===== src/rtl/tick_timer_bank.sv =====
// Timer bank: one shared prescaler produces a base tick; NCH channels count it down (one-shot or periodic).
// Optional build macro TICK_TIMER_PAUSE_EN adds a pause input that freezes prescaler, tick and counts.
module tick_timer_bank #(
  parameter int unsigned CLK_HZ  = 48_000_000,
  parameter int unsigned TICK_HZ = 1,
  parameter int unsigned NCH     = 2,
  parameter int unsigned CW      = 8
) (
  input  logic              clk,
  input  logic              reset,
`ifdef TICK_TIMER_PAUSE_EN
  input  logic              pause,
`endif
  input  logic [NCH-1:0]    start,
  input  logic [NCH-1:0]    stop,
  input  logic [NCH-1:0]    periodic,
  input  logic [NCH*CW-1:0] load_val,
  output logic              tick,
  output logic [NCH-1:0]    busy,
  output logic [NCH-1:0]    expire,
  output logic [NCH*CW-1:0] remaining
);

  localparam int unsigned DIV = CLK_HZ / TICK_HZ;
  localparam int unsigned PW  = $clog2(DIV);

  typedef enum logic {IDLE, RUN} state_t;

  logic [PW-1:0] pcnt;
  logic          tick_q;
  logic          hold;
  logic          tick_en;

`ifdef TICK_TIMER_PAUSE_EN
  assign hold = pause;
`else
  assign hold = 1'b0;
`endif

  always_ff @(posedge clk or negedge reset) begin
    if (!reset) begin
      pcnt   <= '0;
      tick_q <= 1'b0;
    end else if (hold) begin
      tick_q <= 1'b0;
    end else if (pcnt == PW'(DIV - 1)) begin
      pcnt   <= '0;
      tick_q <= 1'b1;
    end else begin
      pcnt   <= pcnt + 1'b1;
      tick_q <= 1'b0;
    end
  end

  // A tick already registered when pause rises must not reach the channels.
  assign tick    = tick_q;
  assign tick_en = tick_q & ~hold;

  state_t        state_q [NCH];
  state_t        state_d [NCH];
  logic [CW-1:0] rem_q   [NCH];
  logic [CW-1:0] rem_d   [NCH];
  logic [CW-1:0] rld_q   [NCH];
  logic [CW-1:0] rld_d   [NCH];
  logic [NCH-1:0] mode_q, mode_d;
  logic [NCH-1:0] exp_q, exp_d;

  always_ff @(posedge clk or negedge reset) begin
    if (!reset) begin
      for (int unsigned i = 0; i < NCH; i++) begin
        state_q[i] <= IDLE;
        rem_q[i]   <= '0;
        rld_q[i]   <= '0;
      end
      mode_q <= '0;
      exp_q  <= '0;
    end else begin
      for (int unsigned i = 0; i < NCH; i++) begin
        state_q[i] <= state_d[i];
        rem_q[i]   <= rem_d[i];
        rld_q[i]   <= rld_d[i];
      end
      mode_q <= mode_d;
      exp_q  <= exp_d;
    end
  end

  // Per-edge priority: stop, then start, then tick.
  always_comb begin
    mode_d = mode_q;
    exp_d  = '0;
    for (int unsigned i = 0; i < NCH; i++) begin
      state_d[i] = state_q[i];
      rem_d[i]   = rem_q[i];
      rld_d[i]   = rld_q[i];
      if (stop[i]) begin
        state_d[i] = IDLE;
        rem_d[i]   = '0;
      end else if (start[i]) begin
        if (load_val[i*CW +: CW] == '0) begin
          exp_d[i]   = 1'b1;
          rem_d[i]   = '0;
          state_d[i] = IDLE;
        end else begin
          rem_d[i]   = load_val[i*CW +: CW];
          rld_d[i]   = load_val[i*CW +: CW];
          mode_d[i]  = periodic[i];
          state_d[i] = RUN;
        end
      end else if (state_q[i] == RUN && tick_en) begin
        if (rem_q[i] <= CW'(1)) begin
          exp_d[i] = 1'b1;
          if (mode_q[i]) begin
            rem_d[i] = rld_q[i];
          end else begin
            rem_d[i]   = '0;
            state_d[i] = IDLE;
          end
        end else begin
          rem_d[i] = rem_q[i] - 1'b1;
        end
      end
    end
  end

  for (genvar g = 0; g < NCH; g++) begin : g_out
    assign remaining[g*CW +: CW] = rem_q[g];
    assign busy[g]               = (state_q[g] == RUN);
  end
  assign expire = exp_q;

endmodule


===== config.mk =====
export PLATFORM = sky130hd
export DESIGN_NAME = tick_timer_bank
export DESIGN_NICKNAME = d
export VERILOG_FILES = /design/src/rtl/tick_timer_bank.sv
export SDC_FILE = /design/constraint.sdc
export NUM_CORES = 1
export LEC_CHECK = 0
export CAP_MARGIN = 20
export CORE_MARGIN = 4
export CORE_UTILIZATION = 35
export CTS_BUF_LIST = sky130_fd_sc_hd__clkbuf_2
export DETAILED_ROUTE_END_ITERATION = 10
export PLACE_DENSITY = 0.56
export SLEW_MARGIN = 20
export SYNTH_ARGS = -nofsm -noshare
export SYNTH_HDL_FRONTEND = slang
export SYNTH_SLANG_ARGS = --single-unit

===== constraint.sdc =====
create_clock -name clk -period 2.57 [get_ports clk]
set_clock_uncertainty 0.2 [all_clocks]
set_input_delay 0.514 -clock clk [delete_from_list [all_inputs] [get_ports clk]]
set_output_delay 0.514 -clock clk [all_outputs]
set_load 0.02 [all_outputs]

# Word level (Yosys, flattened, before mapping)

Cells that the tools add are included.

Register bits after elaboration: 65
Input port bits: 24
Output and inout bits: 21
Word-level logic and storage cells: 71

Add/subtract/negate cells: 3
Order comparisons: 2
Equal/unequal tests: 3
Muxes and demuxes: 36
Bitwise logic cells: 4
Reductions and logical operators: 12

Operators by type and width:

| kind                                                                             | count |
|---|---|
| 8-bit two-way mux                                                                | 12 |
| 26-bit by 1-bit adder with 26-bit output, second input constant                  | 1 |
| 26-bit == test, second input constant                                            | 1 |
| 26-bit two-way mux                                                               | 1 |
| 1-bit two-way mux                                                                | 23 |
| 8-bit by 1-bit less-or-equal comparator with 1-bit output, second input constant | 2 |
| 8-bit zero test                                                                  | 2 |
| 8-bit by 1-bit subtractor with 8-bit output, second input constant               | 2 |
| 3-bit AND reduction                                                              | 4 |
| 3-bit nonzero test                                                               | 4 |
| 3-bit inequality test, second input constant                                     | 2 |
| 1-bit NOT                                                                        | 4 |
| 1-bit logical AND                                                                | 2 |

# Longest topological paths before layout

Gate-level depths: netlist of the first run.

Word-level depth: 5
Depth in mapped cells: 8
Depth with buffers taken out: 6

# Least setup slack after synthesis of the first run

OpenSTA, ideal clock, no wires.

Kind: reg-to-reg
Start point: reg rem_q (netlist bit remaining[4])
End point: reg rem_q (netlist bit remaining[2])
Setup time: 0.082 ns
Data arrival time: 2.103 ns
Data required time: 2.288 ns
Slack: 0.185 ns
Stages on the path, launching flop included: 6
Path buffers: 1
Period minus slack after synthesis: 2.385 ns
Path through: dfrtp_1 or4_4 or4_4 buf_6 mux2_4 o22ai_2

Cells in the longest elaborated chain, start to end: 5

RTL lines:

| element                                                   | RTL line | RTL |
|---|---|---|
| start, declared                                           | 61       | `logic [CW-1:0] rem_q [NCH];` |
| start signal, assigned by index                           | 80       | `rem_q[i] <= rem_d[i];` |
| 8-bit by 1-bit less-or-equal comparator with 1-bit output | 111      | `if (rem_q[i] <= CW'(1)) begin` |
| 8-bit two-way mux                                         | 111      |  |
| 8-bit two-way mux                                         | 110      | `end else if (state_q[i] == RUN && tick_en) begin` |
| 8-bit two-way mux                                         | 99       | `end else if (start[i]) begin` |
| 8-bit two-way mux                                         | 96       | `if (stop[i]) begin` |

Every way passes these cells. The select of a mux whose other input is x is not followed.
A chain may end at the register's enable or synchronous reset.

# Final worst setup path of the first run

Start point: reg rem_q (netlist bit remaining[0])
End point: out remaining[0]

RTL lines:

| element       | RTL line | RTL |
|---|---|---|
| end, declared | 21       | `output logic [NCH*CW-1:0] remaining` |

No word-level cell between the ends.

==> metrics.md, run 1 <==
| Metric | Value |
|---|---|
| Share of layout cells above drive strength 1 | `12.1%` |
| CTS Buf Count | `9` |
| Power per cell area | `531 mW/mm^2` |
| Placement Rows | `36` |
| Dominant synthesized flop cell | `dfrtp_1` |
| CP cell instances | `clkdlybuf4s50_1` |
| Syn_area_per_cell | `9.53 sq um` |
| Initial antenna violation count | `0` |
| P_leak | `1.80 nW` |
| Clock transition at the registers of the reported paths | `0.21 ns` |
| Setup_tns | `0 ns` |
| Maximum capacitance violations | `0` |
| Placed Instances | `555` |
| Syn Nets | `405` |
| Slew @ Worst Pin | `0.619 ns` |
| CTS H-Tree Depth | `3` |
| First-pass iteration count of the detailed router | `4` |
| Via density per instance | `5.51` |
| Post-CTS repair timing setup buffer count | `0` |
| Synth top cells by count | `65 x dfrtp_1, 43 x nand2_1, 20 x nand3_1` |
| Critical Path AT | `1.69 ns` |
| Sequential power share | `49.2%` |
| Synth Instances | `376` |
| Largest area contributor in the netlist | `dfrtp_1` |
| IO Pins | `45` |
| Flops & latches, synth | `65` |
| Total number of vias | `3154` |
| Fmax achieved | `415 MHz` |
| Nets | `463` |
| Unrepaired setup endpoints after global routing | `no` |
| Port Buffers | `44` |
| All-Layer GR Usage | `16.7%` |
| Clk buf depth | `2` |
| Post-Layout Cell Count | `572` |
| Max VDD drop | `290 uV` |
| RR Startpoint | `pcnt[15]` |
| Diodes inserted | `0` |
| Sw Ratio | `30.1%` |
| Setup crit start | `remaining[0]` |
| Min Tclk post-route | `2.41 ns` |
| Status | `complete, no violations` |
| Endpoints failing hold | `0` |
| Routability cong. | `0.828` |
| Root Driver | `clkbuf_2` |
| Core Region | `0.00986 sq mm` |
| Clock sink count | `65` |
| Detail Route Antenna Nets | `0` |
| Chip Width | `109 um` |
| First-pass GRT wire length | `15600 um` |
| Slowest stage cell on the critical path | `clkdlybuf4s50_1` |
| Initial Util | `36.3%` |
| Mapped cell area | `0.00358 sq mm` |
| Vias in the first global route | `3073` |
| Top-area cell type share of the netlist area | `45.4%` |
| Count of final setup violators | `0` |
| Critical Path RT | `1.86 ns` |
| Overflow after GRT | `0` |
| CP Capture Type | `output port` |
| EDFF count, synth | `0` |
| Hold Crit Class | `reg2reg` |
| Slew Limit Fails | `0` |
| Drt total wl | `9370 um` |
| Die Area | `0.0119 sq mm` |
| CTS tree | `yes` |
| DRC errors left | `0` |
| Net Switching | `0.706 mW` |
| Die Span Y | `109 um` |
| Async SR Flop Fraction | `100%` |
| Share of power burned in the clock network | `30.7%` |
| Combinational power share | `20.1%` |
| Synth warn | `0` |
| Pin count of the biggest net entering global routing | `66` |
| Clk Latency, worst-skew pair | `0.48 ns` |
| Netlist cell types | `57` |
| Iter 0 DRT Violations | `132` |
| Most common cell in the netlist | `dfrtp_1` |
| Top cells by area, synth | `dfrtp_1 45%, nand2_1 4.5%, or4_1 2.9%` |
| Slew headroom | `58.4%` |
| HP Start | `rld_q[4]` |
| Buf+Inv Stages, Crit Path | `1` |
| Crit path max fanout | `8` |
| Hpwl dp | `6620 um` |
| Layout area overhead | `23.4%` |
| P_int | `1.64 mW` |
| Hold Slack | `0.297 ns` |
| Slowest Stage Delay on Critical Path | `0.66 ns` |
| Wirelength per Cell | `16.4 um` |
| Critical path type | `reg2out` |
| Top Family by Delay on Critical Path | `buffers and inverters` |
| Register area share after synthesis | `45.4%` |
| Final period util | `93.7%` |
| Setup crit start kind | `flip-flop` |
| Fillers | `957` |
-- registers in the layout, indices dropped and copies added, names as in the netlist --
register	cells
mode_q	2
tick	1
remaining	16
busy	2
expire	2
pcnt	26
rld_q	16
-- per-layer routing --
layer | vias up | share of wire (%) | global-route usage [%]
li1 | 1540 | - | -
met1 | 1546 | 48 | 22.7
met2 | 61 | 47 | 26.3
met3 | 7 | 4.1 | 4.14
met4 | 0 | 0.97 | 4.90
met5 | - | 0 | 0
-- cells in the final DEF (no fill, tap or decap), types with 3 or more instances in the layout --
cell             count
mux2_4               3
dfrtp_1             65
mux2_2               6
a22oi_1              5
a22o_1               9
and3_1               7
nand4_1              7
nor2_1              14
nand3_1             20
nor3_1              12
clkdlybuf4s50_1     43
o21ai_0             15
buf_4               18
clkbuf_2             9
or4_4                3
nor4_1               6
o31a_1               3
nor2b_1              8
nand2b_1             3
inv_1               10
a31oi_1              5
a311oi_1             3
o22ai_1              4
ha_1                 5
xnor2_1             11
a21oi_1             18
or3_1                6
nand2_1             43
nor3b_1             10
or4_1               13
o31ai_1              7
xor2_1               8
o211ai_1             3
-- power by group through the flow --
stage | clock network [mW] | logic [mW] | registers [mW]
6_report | 0.720 | 0.472 | 1.16
5_1_grt | 0.797 | 0.515 | 1.16
4_1_cts | 0.754 | 0.474 | 1.15
3_5_place_dp | 0 | 0.470 | 1.17
3_3_place_gp | 0 | 0.466 | 1.17
2_1_floorplan | 0 | 0.263 | 1.17
-- stage by stage --
step	worst slack (ns)	area, sq um	total power, mW	utilization [%]
after floorplan	0.185	3580	1.43	-
final	0.161	4420	2.35	44.8
after CTS	0.0889	4420	2.38	44.8
after detailed placement	0.175	4270	1.64	43.3
after global placement	0.179	4270	1.64	43.3
after global routing	0.0173	4420	2.48	44.8
-- area by class of cell --
class / count / area (sq um) / area share [%]
Inverter: 10 / 37.5 / 0.849
Timing Repair Buffer: 64 / 601 / 13.6
Tap cell: 133 / 166 / 3.76
Sequential cell: 65 / 1630 / 36.8
Clock buffer: 9 / 45.0 / 1.02
Multi-Input combinational cell: 284 / 1850 / 41.9
Clock inverter: 7 / 95.1 / 2.15
-- cells by family after synthesis --
group,after synthesis,share of synthesized area [%]
compound gates,90,17.4
xor+xnor,19,4.64
fa+ha+maj,5,1.75
buf+inv,27,3.07
flops,65,45.4
mux,9,3.14
simple gates,161,24.6
-- repair_timing --
item | in CTS | in global routing
setup endpoints to repair | 0 | 2
hold buffers | 1 | 0
gates resized for setup | 0 | 1
endpoints found under the hold margin | 65 | 0
-- path summary, 6_finish.rpt --
path | end | slack, ns | cells past startpoint
worst max-delay path | remaining[0] | 0.16 | 1
worst min-delay path | rld_q[4] | 0.30 | 2
worst max register to register | pcnt[7] | 0.18 | 4
worst min register to register | rld_q[4] | 0.30 | 2
max in group asynchronous | pcnt[21] | 1.51 | 3
min in group asynchronous | remaining[2] | 0.33 | 3
No activity file was read; power rests on OpenSTA's default activity.
==> run 2: changes to the inputs <==
- CORE_UTILIZATION: 35 -> 58
- PLACE_DENSITY: 0.56 -> 0.84
==> run 2 against run 1 <==
Net effect: core utilization increased by 27 points; clock power decreased by 22%; setup slack got worse by 0.079 ns; non-clock buffer count decreased by 3; critical endpoint is now remaining[8]; sequential cell count unchanged; critical path type unchanged; combinational power about the same; global-route usage increased by 10 points.
==> metrics.md, run 2 (synthesis gave the netlist of run 1 again) <==
| Metric | Value |
|---|---|
| Root Driver | `clkbuf_2 (unchanged)` |
| Power per cell area | `512 mW/mm^2 (was 531 mW/mm^2)` |
| IO Pins | `45 (unchanged)` |
| Initial Util | `60.2% (was 36.3%)` |
| Largest register FFs | `26 (unchanged)` |
| Placement Rows | `28 (was 36)` |
| DP Area | `0.00417 sq mm (was 0.00427 sq mm)` |
| Pin count of the biggest net entering global routing | `66 (unchanged)` |
| Clock transition at the registers of the reported paths | `0.20 ns (was 0.21 ns)` |
| Hold Crit Class | `in2async (was reg2reg)` |
| Endpoints failing hold | `0 (unchanged)` |
| DRC errors left | `0 (unchanged)` |
| Routability cong. | `0.937 (was 0.828)` |
| CTS H-Tree Depth | `3 (unchanged)` |
| Unrepaired setup endpoints after global routing | `no (unchanged)` |
| Initial antenna violation count | `0 (unchanged)` |
| CTS tree | `yes (unchanged)` |
| Die Area | `0.00750 sq mm (was 0.0119 sq mm)` |
| Slowest stage cell on the critical path | `clkdlybuf4s50_1 (unchanged)` |
| Core Region | `0.00596 sq mm (was 0.00986 sq mm)` |
| Die Span Y | `86.6 um (was 109 um)` |
| All-Layer GR Usage | `26.8% (was 16.7%)` |
| Slew headroom | `62.2% (was 58.4%)` |
| Clk buf depth | `2 (unchanged)` |
| Critical Path RT | `1.86 ns (about the same)` |
| Fillers | `454 (was 957)` |
| Via density per instance | `6.58 (was 5.51)` |
| Total number of vias | `3355 (was 3154)` |
| Biggest register | `pcnt (unchanged)` |
| Status | `complete, no violations (unchanged)` |
| Drt total wl | `9240 um (was 9370 um)` |
| Wirelength per Cell | `18.1 um (was 16.4 um)` |
| Diodes inserted | `0 (unchanged)` |
| Final period util | `96.8% (was 93.7%)` |
| Iter 0 DRT Violations | `321 (was 132)` |
| Slowest Stage Delay on Critical Path | `0.61 ns (was 0.66 ns)` |
| Setup crit start kind | `flip-flop (unchanged)` |
| P_leak | `1.76 nW (was 1.80 nW)` |
| Port Buffers | `44 (unchanged)` |
| Vias in the first global route | `3334 (was 3073)` |
| Clk Latency, worst-skew pair | `0.51 ns (was 0.48 ns)` |
| Chip Width | `86.6 um (was 109 um)` |
| CP Capture Type | `output port (unchanged)` |
| Post-route cell area | `0.00428 sq mm (was 0.00442 sq mm)` |
| First-pass GRT wire length | `16000 um (was 15600 um)` |
| Setup_tns | `0 ns (unchanged)` |
| CP cell instances | `buf_4 > clkdlybuf4s50_1 (was clkdlybuf4s50_1)` |
| Critical Path AT | `1.77 ns (was 1.69 ns)` |
| Most common library cell in the layout ignoring fill and taps | `dfrtp_1 (unchanged)` |
| Count of final setup violators | `0 (unchanged)` |
| Slew @ Worst Pin | `0.562 ns (was 0.619 ns)` |
| Clock sink count | `65 (unchanged)` |
| First-pass iteration count of the detailed router | `5 (was 4)` |
| Hpwl dp | `6500 um (was 6620 um)` |
| Critical path type | `reg2out (unchanged)` |
| CTS Buf Count | `9 (unchanged)` |
| Post-CTS repair timing setup buffer count | `0 (unchanged)` |
| Nets | `460 (was 463)` |
| Commonest cells after routing, fill and taps aside | `65 x dfrtp_1, 43 x nand2_1, 43 x clkdlybuf4s50_1 (unchanged)` |
| Overflow after GRT | `0 (unchanged)` |
| Slew Limit Fails | `0 (unchanged)` |
| Maximum capacitance violations | `0 (unchanged)` |
| Max VDD drop | `305 uV (was 290 uV)` |
| Buf+Inv Stages, Crit Path | `2 (was 1)` |
| Share of layout cells above drive strength 1 | `10.3% (was 12.1%)` |
| Layout area overhead | `19.5% (was 23.4%)` |
| Min Tclk post-route | `2.49 ns (was 2.41 ns)` |
| Top Family by Delay on Critical Path | `buffers and inverters (unchanged)` |
| Detail Route Antenna Nets | `0 (unchanged)` |
| Crit path max fanout | `5 (was 8)` |
| Fmax achieved | `402 MHz (was 415 MHz)` |
## run 2: changes by cell type in the layout (fill, tap and decap cells not counted)
cell	previous run	this run
buf_4	18	15
clkinv_1	0	4
bufinv_16	2	1
clkinv_2	2	1
clkinvlp_4	1	0
clkinv_4	2	0
## run 2: final cells by class
cell class | instances | area, sq um | area share (%)
Timing Repair Buffer | 61 | 578 | 13.5
Tap cell | 75 | 93.8 | 2.19
Clock buffer | 9 | 45.0 | 1.05
Clock inverter | 6 | 50.0 | 1.17
Sequential cell | 65 | 1630 | 38.0
Multi-Input combinational cell | 284 | 1850 | 43.2
Inverter | 10 | 37.5 | 0.876
## run 2: repair_timing
item,CTS,global route
hold buffers,1,0
hold endpoints to repair,65,0
resized for setup,0,1
endpoints found under the setup margin,0,1
## run 2: per-stage QoR
step,total power [mW],setup WS (ns),instances,utilization (%),hold WS [ns]
final,2.19,0.0822,510,71.9,0.305
after global routing,2.29,0.0381,510,71.9,0.332
after CTS,2.19,0.0739,510,71.8,0.306
after detailed placement,1.63,0.122,494,70.1,0.268
after global placement,1.62,0.172,494,70.1,0.250
after floorplan,1.43,0.185,376,-,0.0184
## run 2: worst min-delay path: stages
cell and delay (ns):
dlygate4sd3_1 0.53, buf_2 0.13, buf_12 0.29
## run 2: path summary, 6_finish.rpt
| path | end | start | slack [ns] | cells after the start |
|---|---|---|---|---|
| min in group clk | rld_q[3] | rld_q[3] | 0.31 | 2 |
| setup reg to reg | busy[0] | remaining[4] | 0.16 | 4 |
| hold / removal | remaining[7] | reset | 0.31 | 3 |
| hold reg to reg | rld_q[3] | rld_q[3] | 0.31 | 2 |
| setup / recovery | remaining[8] | remaining[8] | 0.08 | 2 |
| max in group asynchronous | pcnt[2] | reset | 1.52 | 3 |
## run 2: per-layer routing
metal	wire length [um]	global-route usage (%)
met2	4380	41.8
met4	275	12.3
met3	721	4.56
met5	0	0
met1	3860	36.7
## run 2: power by group
group	total, mW	switching [mW]	leakage [nW]	internal [mW]
Combinational	0.473	0.241	0.856	0.232
Clock	0.565	0.359	0.0617	0.206
Sequential	1.15	0.0719	0.846	1.08
==> run 3: changes to the inputs <==
- PLACE_DENSITY: 0.84 -> 0.94
==> run 3 against run 2 <==
Net effect: count of clock-buffer cells in the layout up 1; critical path depth down 1; wire length up 4.3%; total power up 0.67%; setup slack better by 0.041 ns; die area unchanged; register-to-register slack worse by 0.03 ns; final area down 0.29%; combinational power about the same; hold slack better by 0.0021 ns; critical endpoint is now remaining[11]; largest cell class unchanged; largest power group unchanged.
==> metrics.md, run 3 (synthesis gave the netlist of run 1 again) <==
| Metric | Value |
|---|---|
| Multi-input combinational cell area | `0.00185 sq mm (unchanged)` |
| IO Pins | `45 (unchanged)` |
| Most common library cell in the layout ignoring fill and taps | `dfrtp_1 (unchanged)` |
| Slew Limit Fails | `0 (unchanged)` |
| Endpoints failing hold | `0 (unchanged)` |
| Status | `complete, no violations (unchanged)` |
| Clk Latency, worst-skew pair | `0.51 ns (about the same)` |
| Port Buffers | `44 (unchanged)` |
| Vias in the first global route | `3367 (was 3334)` |
| Initial antenna violation count | `0 (unchanged)` |
| CP cell instances | `clkdlybuf4s50_1 (was buf_4 > clkdlybuf4s50_1)` |
| Slew headroom | `60.6% (was 62.2%)` |
| Buf+Inv Stages, Crit Path | `1 (was 2)` |
| Top Family by Delay on Critical Path | `buffers and inverters (unchanged)` |
| First-pass GRT wire length | `15800 um (was 16000 um)` |
| Die Area | `0.00750 sq mm (unchanged)` |
| Overflow after GRT | `0 (unchanged)` |
| Unrepaired setup endpoints after global routing | `no (unchanged)` |
| Drt total wl | `9640 um (was 9240 um)` |
| Placement Rows | `28 (unchanged)` |
| Setup_tns | `0 ns (unchanged)` |
| Maximum capacitance violations | `0 (unchanged)` |
| CTS H-Tree Depth | `3 (unchanged)` |
| Post-route cell area | `0.00427 sq mm (was 0.00428 sq mm)` |
| Storage element area | `0.00163 sq mm (unchanged)` |
| Largest register FFs | `26 (unchanged)` |
| Clock transition at the registers of the reported paths | `0.18 ns (was 0.20 ns)` |
| CP Capture Type | `output port (unchanged)` |
| Slowest Stage Delay on Critical Path | `0.67 ns (was 0.61 ns)` |
| Crit path max fanout | `7 (was 5)` |
| Pin count of the biggest net entering global routing | `42 (was 66)` |
| Clock sink count | `65 (unchanged)` |
| Die Span Y | `86.6 um (unchanged)` |
| Power per cell area | `517 mW/mm^2 (was 512 mW/mm^2)` |
| Final core occ | `71.7% (was 71.9%)` |
| P_leak | `1.76 nW (about the same)` |
| Root Driver | `clkbuf_2 (unchanged)` |
| Min Tclk post-route | `2.45 ns (was 2.49 ns)` |
| Biggest register | `pcnt (unchanged)` |
| Hpwl dp | `6590 um (was 6500 um)` |
| CTS Buf Count | `9 (unchanged)` |
| Slew @ Worst Pin | `0.585 ns (was 0.562 ns)` |
| Setup crit start kind | `flip-flop (unchanged)` |
| Chip Width | `86.6 um (unchanged)` |
| Total number of vias | `3451 (was 3355)` |
| Layout area overhead | `19.1% (was 19.5%)` |
| Detail Route Antenna Nets | `0 (unchanged)` |
| Post-CTS repair timing setup buffer count | `0 (unchanged)` |
| Hold Crit Class | `reg2reg (was in2async)` |
| DP Area | `0.00416 sq mm (was 0.00417 sq mm)` |
| Via density per instance | `6.79 (was 6.58)` |
| Fmax achieved | `409 MHz (was 402 MHz)` |
| Max VDD drop | `344 uV (was 305 uV)` |
| Routability cong. | `0.930 (was 0.937)` |
| Clk buf depth | `2 (unchanged)` |
| Slowest stage cell on the critical path | `clkdlybuf4s50_1 (unchanged)` |
| Pre-CTS setup slack | `0.0956 ns (was 0.122 ns)` |
| DRC errors left | `0 (unchanged)` |
| Share of layout cells above drive strength 1 | `10.4% (was 10.3%)` |
| CTS tree | `yes (unchanged)` |
| Final period util | `95.2% (was 96.8%)` |
| Commonest cells after routing, fill and taps aside | `65 x dfrtp_1, 43 x nand2_1, 43 x clkdlybuf4s50_1 (unchanged)` |
| Core Region | `0.00596 sq mm (unchanged)` |
| Post-Layout Cell Count | `508 (was 510)` |
| Critical Path AT | `1.73 ns (was 1.77 ns)` |
| Final Worst Setup Slack | `0.123 ns (was 0.0822 ns)` |
| Fillers | `430 (was 454)` |
| Placed Instances | `492 (was 494)` |
| Wirelength per Cell | `19.0 um (was 18.1 um)` |
| Initial Util | `60.2% (unchanged)` |
| Critical path type | `reg2out (unchanged)` |
| Diodes inserted | `0 (unchanged)` |
| First-pass iteration count of the detailed router | `5 (unchanged)` |
| Critical Path RT | `1.86 ns (about the same)` |
| Iter 0 DRT Violations | `300 (was 321)` |
| Count of final setup violators | `0 (unchanged)` |
| Nets | `458 (was 460)` |
| All-Layer GR Usage | `27.0% (was 26.8%)` |
==> run 3: cell count changes in the layout (fill, tap and decap cells not counted) <==
cell,previous run,this run
buf_4,15,13
clkbuf_2,9,10
clkinv_1,4,2
clkinv_2,1,2
==> run 3: report_power, final <==
| part | switching (mW) | internal (mW) | total, mW | leakage [nW] |
|---|---|---|---|---|
| sequential | 0.0762 | 1.08 | 1.16 | 0.846 |
| combinational | 0.243 | 0.230 | 0.473 | 0.847 |
| clock | 0.362 | 0.214 | 0.576 | 0.0666 |
| total | 0.681 | 1.53 | 2.21 | 1.76 |
==> run 3: layer usage <==
metal / vias to the layer above / global-route usage [%] / share of wire, %
met1: 1658 / 32.6 / 38
met2: 214 / 44.2 / 49
met5: - / 0 / 0
met3: 60 / 6.56 / 8.1
li1: 1519 / - / -
met4: 0 / 15.0 / 4.7
==> run 3: stage by stage <==
step	power [mW]	hold WS, ns
floorplan	1.43	0.0184
global route	2.31	0.310
finish	2.21	0.307
global placement	1.60	0.253
CTS	2.20	0.298
detailed placement	1.63	0.261
==> run 3: final cells by class <==
class	instances	share of cell area, %
clock buffer	10	1.17
multi-input combinational	284	43.4
tap	75	2.20
timing repair buffer	59	13.2
clock inverter	5	1.11
sequential	65	38.1
inverter	10	0.879
==> run 3: path summary, 6_finish.rpt <==
| path | startpoint | endpoint | slack [ns] | cells past startpoint |
|---|---|---|---|---|
| max in group asynchronous | reset | pcnt[8] | 1.21 | 3 |
| setup / recovery | remaining[11] | remaining[11] | 0.12 | 1 |
| min in group asynchronous | reset | pcnt[20] | 0.32 | 2 |
| hold reg to reg | rld_q[3] | rld_q[3] | 0.31 | 2 |
| hold / removal | rld_q[3] | rld_q[3] | 0.31 | 2 |
| setup reg to reg | remaining[5] | remaining[4] | 0.13 | 4 |
==> run 3: what timing repair did <==
| action | CTS | global route |
|---|---|---|
| setup endpoints to repair | 0 | 1 |
| hold endpoints to repair | 24 | 0 |
| resized for setup | 0 | 1 |
| hold buffers | 1 | 0 |
==> run 3: worst register-to-register path: cells and delay by family, from the launching register on <==
kind | cells | cell delay, ns
multiplexers | 1 | 0.33
AND/OR/NAND/NOR | 2 | 1.17
AO/OA/AOI/OAI | 1 | 0.17
flip-flops | 1 | 0.49
==> variant, RTL diff (flow settings as in run 1) <==
The parameter `NCH` goes from 2 to 1.
--- a/src/rtl/tick_timer_bank.sv
+++ b/src/rtl/tick_timer_bank.sv
@@ -3,7 +3,7 @@
 module tick_timer_bank #(
   parameter int unsigned CLK_HZ  = 48_000_000,
   parameter int unsigned TICK_HZ = 1,
-  parameter int unsigned NCH     = 2,
+  parameter int unsigned NCH     = 1,
   parameter int unsigned CW      = 8
 ) (
   input  logic              clk,
Ports: changed (7 resized); port bits go from 45 to 24. No check against the original RTL was run, so the function may have changed too.
==> variant against run 1 <==
  * Count of clock-buffer cells in the layout decreased by 4
  * Design area decreased by 33%
  * Power decreased by 40%
  * Sequential cell count decreased by 19
  * Wire length decreased by 40%
  * Largest power group unchanged
  * Area after synthesis decreased by 31%
  * Sequential share of layout area increased by 2.2 points
  * Setup slack got worse by 55 ps
  * Critical path depth unchanged
==> variant: results (changes against run 1) <==
** Place
- The number of buffer cells added on primary ports was 23 (-48%).
- The post-placement cell area was 2900 µm² (-32%).
- The number of cells in the design after placement was 371 (-33%).
- The final estimated routing congestion in global placement was 0.834 (+0.70%).
- Minimum setup slack after placement :: 58.0 ps (-117 ps)
- The total half-perimeter wirelength after legalization and detailed placement came to 4.04 mm (-39%).

** Clock network
- Clock latency reported for the late side of the worst-skew pair :: 440 ps (-40 ps)
- The CTS clock-pin slew for the worst setup and hold paths came to 240 ps (+30 ps).
- The number of buffers on the longest clock path came to 2 (unchanged).

** Timing
- Highest attainable clock frequency :: 406 MHz (-2.2%)
- The minimum hold slack was 293 ps (-3.97 ps).

** Routing
- Final WL :: 5.61 mm (-40%)
- Routed metal-1 wire length :: 2.65 mm (-41%)
- The initial detailed-routing violation count is 83 (-37%).
- Routed via count divided by cell count :: 5.26 (-4.6%)
- The total met3 wirelength after detailed routing was 281 µm (-28%).

** Finish
- Share of layout cells above drive strength 1 :: 12.0% (-0.10 points)
- Number of filler instances in the final layout :: 695 (-27%)
- The final net count came to 299 (-35%).
- Final instance count without filler cells :: 380 (-34%)

** Global routing
- GRT Resource Usage Total :: 14.2% (-2.5 points)
- The pin count of the biggest net entering global routing came to 47 (-29%).
- The wire length of the first global-routing pass was 9.71 mm (-38%).
- Number of global-route vias before repair :: 2011 (-35%)

** Synthesis
- Leading cell types by total area after synthesis :: sky130_fd_sc_hd__dfrtp_1 46%, sky130_fd_sc_hd__mux2_1 3.2%, sky130_fd_sc_hd__xnor2_1 3.2%
- The post-synthesis cell count was 248 (-34%).
- The proportion of synthesized chip area in sequential cells came to 46.2% (+0.86 points).
- After synthesis, the most frequently instantiated cells are 46 x sky130_fd_sc_hd__dfrtp_1, 20 x sky130_fd_sc_hd__nor2_1, 17 x sky130_fd_sc_hd__nand2_1, 9 x sky130_fd_sc_hd__xnor2_1, 9 x sky130_fd_sc_hd__xor2_1.
- The count of cell types in the netlist is 54 (-5.3%).

** Setup path
- The startpoint identified for the worst register-to-register timing path is remaining[0].
- The most critical setup path has its startpoint at remaining[3].
- The most critical setup path has its endpoint at remaining[3].
- In this run the critical register-to-register path is captured at remaining[0].
- The largest stage delay on the critical path came to 690 ps (+30 ps).
- Among cell families on the critical path, the largest total delay comes from buffers and inverters.
- Internal reg-to-reg setup slack :: 380 ps (+200 ps)
- Worst EP arrival :: 1750 ps (+60 ps)
- R2r worst-path depth :: 6 (+2)

** Power
- The maximum vdd ir drop was 213 µV (-27%).
- The leakage power came to 0.00117 µW (-35%).

** Outcome
- Result of the run :: complete, no violations
[variant: report_power, final]
| group | switching (µW) | internal [µW] | leakage [µW] | total, µW |
|---|---|---|---|---|
| Clock | 245 | 61.9 | 0.0000264 | 307 |
| Sequential | 45.9 | 759 | 0.000600 | 805 |
| Combinational | 142 | 144 | 0.000546 | 286 |
| Total | 433 | 965 | 0.00117 | 1400 |
[variant: final cells by class]
cell class | instances | area share, %
Clock inverter | 3 | 0.551
Tap cell | 96 | 4.07
Clock buffer | 5 | 0.848
Multi-Input combinational cell | 186 | 42.8
Timing Repair Buffer | 38 | 12.0
Sequential cell | 46 | 39.0
Inverter | 6 | 0.763
[variant: cell families (layout without fill, tap and decap cells)]
logic type / Yosys count / count (layout) / synth area share (%)
adders and majority gates: 3 / 3 / 1.51
buffers and inverters: 16 / 52 / 3.01
muxes: 7 / 7 / 3.17
xor gates and xnor gates: 18 / 18 / 6.33
DFF: 46 / 46 / 46.2
AOI/OAI and AO/OA: 55 / 55 / 15.3
and+or+nand+nor: 103 / 103 / 24.5
[variant: metal layers]
layer  vias up  GRT usage, %
met3         7          3.98
met5         -             0
met4         0          4.08
met1       951          17.8
li1        994             -
met2        46          23.7
[variant: worst min path at each step]
| stage | endpoint | startpoint | depth (start not counted) |
|---|---|---|---|
| global route | remaining[5] | reset | 3 |
| CTS | pcnt[0] | pcnt[0] | 1 |
| floorplan | busy | reset | 0 |
| global placement | rld_q[3] | rld_q[3] | 1 |
| finish | pcnt[0] | pcnt[0] | 1 |
| detailed placement | pcnt[0] | pcnt[0] | 1 |
